$ cat src/rtl/async_oneway_transmitter_pkg.sv
// async_oneway_transmitter_pkg: chunk width, FSM states and chunking math shared by the transmitter.
`ifndef MESSAGE_SIZE
`define MESSAGE_SIZE 32
`endif
package async_oneway_transmitter_pkg;
  localparam int CHUNK_W = 6;
  typedef enum logic [2:0] {IDLE, LEAD, SETUP, PULSE, GAP, TAIL} state_t;
  function automatic int nchunk(input int w);
    return (w + CHUNK_W - 1) / CHUNK_W;
  endfunction
  function automatic int pad(input int w);
    return CHUNK_W * nchunk(w) - w;
  endfunction
endpackage

$ cat src/rtl/async_tx_phase_timer.sv
// async_tx_phase_timer: loadable down-counter that parks at zero and flags it.
module async_tx_phase_timer #(
  parameter int W = 1
) (
  input  logic         clk,
  input  logic         rst_n,
  input  logic         load,
  input  logic [W-1:0] load_val,
  output logic         zero
);
  logic [W-1:0] cnt;
  always_ff @(posedge clk or negedge rst_n)
    if (!rst_n) cnt <= '0;
    else cnt <= load ? load_val : (cnt != '0 ? cnt - 1'b1 : cnt);
  assign zero = cnt == '0;
endmodule

$ cat src/rtl/async_oneway_transmitter.sv
// async_oneway_transmitter: serialises msg into 6-bit chunks with timed setup/pulse/gap phases.
// Define ASYNC_TX_PENDING_EN to add a one-entry pending message slot.
module async_oneway_transmitter
  import async_oneway_transmitter_pkg::*;
#(
  parameter int MSG_W        = `MESSAGE_SIZE,
  parameter int SETUP_CYCLES = 64,
  parameter int PULSE_CYCLES = 64,
  parameter int GAP_CYCLES   = 64
) (
  input  logic               clk,
  input  logic               rst_n,
  input  logic               start,
  input  logic [MSG_W-1:0]   msg,
  output logic               ready,
  output logic               done,
  output logic               transmit_ctrl,
  output logic               packet_pulse,
  output logic [CHUNK_W-1:0] dout
);
  localparam int NCHUNK = nchunk(MSG_W);
  localparam int PAD    = pad(MSG_W);
  localparam int SH_W   = CHUNK_W * NCHUNK;
  localparam int S      = SETUP_CYCLES < 1 ? 1 : SETUP_CYCLES;
  localparam int P      = PULSE_CYCLES < 1 ? 1 : PULSE_CYCLES;
  localparam int G      = GAP_CYCLES < 1 ? 1 : GAP_CYCLES;
  localparam int MX     = S > P ? (S > G ? S : G) : (P > G ? P : G);
  localparam int TW     = $clog2(MX + 1);
  localparam int CW     = $clog2(NCHUNK + 1);
  localparam logic [TW-1:0] S_LD = TW'(S - 1);
  localparam logic [TW-1:0] P_LD = TW'(P - 1);
  localparam logic [TW-1:0] G_LD = TW'(G - 1);
  state_t state, state_n;
  logic [SH_W-1:0] shift, shift_n;
  logic [CW-1:0] cnt, cnt_n;
  logic [CHUNK_W-1:0] dout_n;
  logic tc_n, pp_n, done_n, ready_n;
  logic load, zero, accept, go;
  logic [TW-1:0] load_val;
  logic [MSG_W-1:0] src;
`ifdef ASYNC_TX_PENDING_EN
  logic pend, pend_n;
  logic [MSG_W-1:0] pend_msg, pend_msg_n;
  assign go  = accept || pend;
  assign src = pend ? pend_msg : msg;
`else
  assign go  = accept;
  assign src = msg;
`endif
  assign accept = start && ready;
  async_tx_phase_timer #(.W(TW)) u_timer (
    .clk(clk), .rst_n(rst_n), .load(load), .load_val(load_val), .zero(zero)
  );
  always_comb begin
    state_n  = state;
    shift_n  = shift;
    cnt_n    = cnt;
    dout_n   = dout;
    tc_n     = transmit_ctrl;
    pp_n     = packet_pulse;
    done_n   = 1'b0;
    load     = 1'b0;
    load_val = S_LD;
`ifdef ASYNC_TX_PENDING_EN
    pend_n     = pend;
    pend_msg_n = pend_msg;
`endif
    case (state)
      IDLE: if (go) begin
        state_n = LEAD;
        shift_n = SH_W'(src) << PAD;
        cnt_n   = CW'(NCHUNK);
        tc_n    = 1'b1;
        load    = 1'b1;
`ifdef ASYNC_TX_PENDING_EN
        pend_n  = 1'b0;
`endif
      end
      LEAD: begin
        tc_n = 1'b1;
        if (zero) begin
          dout_n  = shift[CHUNK_W-1:0];
          state_n = SETUP;
          load    = 1'b1;
        end
      end
      SETUP: if (zero) begin
        pp_n     = 1'b1;
        state_n  = PULSE;
        load     = 1'b1;
        load_val = P_LD;
      end
      PULSE: if (zero) begin
        pp_n     = 1'b0;
        shift_n  = shift >> CHUNK_W;
        cnt_n    = cnt - 1'b1;
        state_n  = GAP;
        load     = 1'b1;
        load_val = G_LD;
      end
      GAP: if (zero) begin
        load     = 1'b1;
        load_val = cnt != '0 ? S_LD : G_LD;
        state_n  = cnt != '0 ? SETUP : TAIL;
        dout_n   = cnt != '0 ? shift[CHUNK_W-1:0] : dout;
      end
      TAIL: if (zero) begin
        tc_n    = 1'b0;
        done_n  = 1'b1;
        state_n = IDLE;
`ifdef ASYNC_TX_PENDING_EN
        // Relaunch straight into LEAD; transmit_ctrl stays low for this one cycle only.
        if (pend) begin
          state_n = LEAD;
          shift_n = SH_W'(pend_msg) << PAD;
          cnt_n   = CW'(NCHUNK);
          load    = 1'b1;
          pend_n  = 1'b0;
        end
`endif
      end
      default: state_n = IDLE;
    endcase
`ifdef ASYNC_TX_PENDING_EN
    if (accept && state != IDLE) begin
      pend_n     = 1'b1;
      pend_msg_n = msg;
    end
    ready_n = !pend_n;
`else
    ready_n = state_n == IDLE && !done_n;
`endif
  end
  always_ff @(posedge clk or negedge rst_n)
    if (!rst_n) begin
      state         <= IDLE;
      shift         <= '0;
      cnt           <= '0;
      dout          <= '0;
      transmit_ctrl <= 1'b0;
      packet_pulse  <= 1'b0;
      done          <= 1'b0;
      ready         <= 1'b1;
    end else begin
      state         <= state_n;
      shift         <= shift_n;
      cnt           <= cnt_n;
      dout          <= dout_n;
      transmit_ctrl <= tc_n;
      packet_pulse  <= pp_n;
      done          <= done_n;
      ready         <= ready_n;
    end
`ifdef ASYNC_TX_PENDING_EN
  always_ff @(posedge clk or negedge rst_n)
    if (!rst_n) begin
      pend     <= 1'b0;
      pend_msg <= '0;
    end else begin
      pend     <= pend_n;
      pend_msg <= pend_msg_n;
    end
`endif
endmodule

$ cat config.mk
export PLATFORM = sky130hd
export DESIGN_NAME = async_oneway_transmitter
export DESIGN_NICKNAME = d
export VERILOG_FILES = /design/src/rtl/async_oneway_transmitter_pkg.sv /design/src/rtl/async_tx_phase_timer.sv /design/src/rtl/async_oneway_transmitter.sv
export SDC_FILE = /design/constraint.sdc
export NUM_CORES = 1
export LEC_CHECK = 0
export ABC_AREA = 1
export BUFFER_PORTS_ARGS = -buffer_cell sky130_fd_sc_hd__buf_2
export CAP_MARGIN = 20
export CELL_PAD_IN_SITES_DETAIL_PLACEMENT = 1
export CELL_PAD_IN_SITES_GLOBAL_PLACEMENT = 2
export CORE_MARGIN = 4
export CORE_UTILIZATION = 37
export DETAILED_ROUTE_END_ITERATION = 10
export PLACE_DENSITY = 0.95
export SETUP_SLACK_MARGIN = 0.1
export SYNTH_ARGS = -nofsm -noshare
export SYNTH_HDL_FRONTEND = slang
export SYNTH_SLANG_ARGS = --single-unit
export TNS_END_PERCENT = 100
$ cat constraint.sdc
create_clock -name clk -period 3.48 [get_ports clk]
set_clock_uncertainty 0.15 [all_clocks]
set_input_delay 0.522 -clock clk [delete_from_list [all_inputs] [get_ports clk]]
set_output_delay 0.522 -clock clk [all_outputs]
set_load 0.01 [all_outputs]
# After elaboration in Yosys (flattened, before gate mapping)
# Index checks and enable logic that the tools add are counted.
# word_totals
regBits	59
input_bits	35
output_inout_bits	10
word_cells	70
# op_classes
n_addsub	2
n_eq_ne	12
mux	29
n_reduce_logical	18
# op_table
op	count
36-bit two-way mux	2
36-bit case mux with 2 select lines	1
3-bit two-way mux	9
6-bit two-way mux	3
3-bit case mux with 6 select lines	1
7-bit two-way mux	2
6-bit case mux with 2 select lines	1
2-bit by 1-bit != test with 1-bit output, second input constant	5
3-bit AND reduction	3
2-bit nonzero test	4
7-bit zero test	1
7-bit nonzero test	1
7-bit by 1-bit subtractor with 7-bit output, second input constant	1
3-bit by 2-bit == test with 1-bit output, second input constant	2
3-bit == test, second input constant	2
3-bit zero test	2
1-bit two-way mux	6
3-bit case mux with 2 select lines	1
3-bit nonzero test	2
2-bit != test, second input constant	2
1-bit case mux with 2 select lines	2
4-bit AND reduction	1
4-bit OR reduction	1
3-bit by 1-bit == test with 1-bit output, second input constant	1
4 further kinds	5

# Logic depth before layout (Yosys ltp)
# depth
ltp_word	6
depth_mapped	11
ltp_nobuf	11

# Hierarchy
# A second synthesis with hierarchy kept.
# unflattened
hier_cells	358
hier_area_um2	2940.3
# by_module_without_submodules
module	n_inst	cells_per_inst	area_each_um2	seq_area_each_um2
async_oneway_transmitter	1	299	2457.4	1302.5
async_tx_phase_timer	1	59	483.0	175.2

# Worst setup path after synthesis
# No wires, ideal clock.
# synth_timing
path_type	register to register
startpoint	register u_timer.cnt[0]
endpoint	register shift[16]
setup_ps	127
arrival_time_ps	1464
required_time_ps	3203
slack_ps	1739
path_stages_with_launch	10
path_buffers	2
period_less_slack_ps	1741
path_cell_list	dfrtp_1 inv_1 ha_1 nand2_1 nor2_8 nand2_4 nand2_4 buf_8 buf_4 o21ai_1
# synth_between
elab_chain_cells	3
# synth_rtl
element	line	text
start, declared	async_tx_phase_timer.sv:11	logic [W-1:0] cnt;
start signal, assigned	async_tx_phase_timer.sv:14	else cnt <= load ? load_val : (cnt != '0 ? cnt - 1'b1 : cnt);
7-bit zero test	async_tx_phase_timer.sv:15	assign zero = cnt == '0;
2-bit by 1-bit != test with 1-bit output (no line)	--	
3-bit AND reduction (no line)	--	
end signal, assigned	async_oneway_transmitter.sv:146	shift <= shift_n;
end, declared	async_oneway_transmitter.sv:34	logic [SH_W-1:0] shift, shift_n;
# Every way passes these cells.
# A chain may end at the register's enable or synchronous reset.

# Worst setup path in the final report
# layout_timing
startpoint	register u_timer.cnt[0]
endpoint	register shift[2]
# The elaborated chain is that of the path after synthesis.

==> impl_results.md <==
* RSZ-0062 raised after global routing: false
* Switch Pwr at 0.314 mW
* Yosys cell types at 30
* Synth area leader: dfrtp_1
* Post-layout util at 0.453
* Clock Tree Buf Depth at 2
* Area growth, synth to finish at 17.3%
* Startpoint types: flop
* Leak at 1.65 nW
* Fin. Hold Viols at 0
* Final cell count without fillers at 468
* Worst Tran Pin Value at 0.755 ns
* Post-synth EDFFs at 0
* Commonest non-fill, non-tap cell in the layout: nand2_1
* Async SR Flop Fraction at 1.00
* Final Critical Period at 2.35 ns
* TritonRoute pass-1 iters at 4
* Yosys reg bits at 59
* Die Area at 9150 um2
* # port buffers at 44
* First-pass GRT wire length at 11000 um
* IO Pins at 45
* Max Slew Vio Count at 0
* Sw Ratio at 0.219
* Seq/Total Area, Yosys at 0.520
* Vias per inst at 4.78
* Yosys Warn Count at 0
* Worst r2r src: u_timer.cnt[0]
* Global route overflow at 0
* RePlAce Congestion at 0.728
* Resize count post-CTS at 0
* Relative slew slack at 0.497
* Arrival @ worst endpoint at 2.43 ns
* Worst setup EP type: flop
* CTS tree: yes
* Largest net degree at the start of global routing at 60
* Synth top area share at 0.511
* CORE AREA at 7370 um2
* Vias in the first global route at 2383
* Final setup margin at 1.13 ns
* Post-synthesis cell area at 2840 um2
* Min-Delay Path Class: primary input to asynchronous set/reset pin
* Initial antenna violation count at 0
* Final period utilization at 0.676
* H-tree levels at 3
* Post-DP Area at 3110 um2
* Combinational cell fraction of total power at 0.025
* Max Fclk at 425 MHz
* Wire length per cell at 13.7 um
* DR iter-0 viols at 107
* All-layer global routing usage at 0.159
* CP Class: flop to flop
* Mapped Avg Cell Area at 8.91 um2
* Max capacitance violation total at 0
* Top cells by area, synth: dfrtp_1 51%, nand2_1 11%, inv_1 6.3%, o211ai_2 4.0%, o211ai_1 3.7%
* Leading register cell type out of synthesis: dfrtp_1
* Total CTS buffers at 9
* Dpl cells at 452
* CTS Sinks at 59
* Post-CTS Setup Bufs at 0
* Worst R2R Path Depth at 9
* Hold buffers post-CTS at 0
* Synth Net Count at 357
* Routed Antenna Nets at 0
* Dpl hpwl at 4420 um
* Sequential Power Share at 0.477
* R2R Setup Slk at 1.13 ns
* Post-Synthesis Cells at 319
* CTS Root Cell: clkbuf_8
* WL final at 6400 um
* Status: complete, no violations
* Clk Latency, worst-skew pair at 0.34 ns
* # DRC at 0
* Pwr dens at 431 nW/um2
* Max VDD drop at 0.000295 V
* Pre-CTS WS at 1.13 ns
* Leading cell types in the layout, fill and taps excluded: 85 x nand2_1, 58 x dfrtp_1, 48 x inv_1
* Final Setup Violations at 0
* Crit-path max FO at 56
* Clock transition at path regs at 0.07 ns
* Clk pwr share at 0.497
* Routed vias at 2236
* Ant diodes at 0
* Share of post-route cells with drive strength above 1 at 0.252
* CP required at 3.55 ns
* Nets@finish at 402
* Initial Util at 0.386
* R2r endpoint: shift[2]
* Die Y-Extent at 95.7 um
* Horiz. Die Dim at 95.7 um
* Setup TNS at 0 ns
* Finished Cell Area at 3340 um2
* P_int at 1.12 mW
* Rows at 31
## through the flow
stage | hold slack (ns) | power, mW
final | 0.168 | 1.44
after global routing | 0.236 | 1.50
after CTS | 0.199 | 1.46
after detailed placement | 0.312 | 0.736
after global placement | 0.312 | 0.736
after floorplan | 0.0764 | 0.700
## Yosys cell counts, types with 2 or more instances
master / n
buf_2: 5
o21ai_2: 9
o21ai_0: 20
a31oi_1: 3
inv_2: 2
o211ai_2: 9
nor2_1: 14
nand3_1: 9
buf_8: 2
nand3b_1: 2
ha_1: 3
dfrtp_1: 58
o21ai_1: 17
buf_4: 3
nand2_4: 2
nand2_2: 2
nand2_1: 85
nor2_2: 2
inv_1: 48
o211ai_1: 14
## layer usage
metal / GRT usage / wire, um / vias to the layer above
met4: 0.0640 / 84 / 0
met2: 0.255 / 3090 / 45
met3: 0.0474 / 296 / 7
met5: 0 / 0 / -
li1: - / - / 1119
met1: 0.199 / 2920 / 1065
## how the worst max path moves through the flow
stage	startpoint	endpoint	slack, ns	cells after the start
2_1_floorplan	u_timer.cnt[0]	shift[16]	1.74	9
3_3_place_gp	u_timer.cnt[0]	shift[3]	1.24	9
6_report	u_timer.cnt[0]	shift[2]	1.13	9
3_5_place_dp	u_timer.cnt[0]	shift[1]	1.13	9
5_1_grt	u_timer.cnt[0]	shift[2]	0.93	9
4_1_cts	u_timer.cnt[0]	shift[1]	1.11	9
## cells by family after synthesis
kind of cell / share of synthesized area
xor+xnor: 0.00308
fa+ha+maj: 0.0132
buf+inv: 0.100
simple gates: 0.185
flops: 0.520
compound gates: 0.179
## worst max-delay path, stage by stage, from the launching register on
cell,delay (ns)
dfrtp_1,0.41
inv_1,0.09
ha_1,0.21
nand2_1,0.16
nor2_8,0.20
nand2_4,0.11
nand2_4,0.51
inv_2,0.19
nand2_1,0.11
o21ai_0,0.08
## power by group through the flow
stage | combinational (mW) | sequential (mW) | clock, mW
6_report | 0.0363 | 0.685 | 0.714
4_1_cts | 0.0381 | 0.685 | 0.734
3_5_place_dp | 0.0375 | 0.699 | 0
5_1_grt | 0.0420 | 0.685 | 0.777
2_1_floorplan | 0.00107 | 0.699 | 0
3_3_place_gp | 0.0379 | 0.699 | 0
## area by class of cell
type	instances	area (um2)
flip-flops and latches	59	1480
clock buffers	10	138
inverters	51	193
fillers	913	4030
repair buffers	46	235
multi-input cells	197	1080
well taps	99	124
clock inverters	6	88.8
## state kept, by name (all words and copies together) (netlist names)
name / cells
shift: 36
u_timer.cnt: 7
dout: 6
cnt: 3
state: 3
done: 1
packet_pulse: 1
ready: 1
transmit_ctrl: 1
Note: power is estimated with default switching activity, not from simulation.
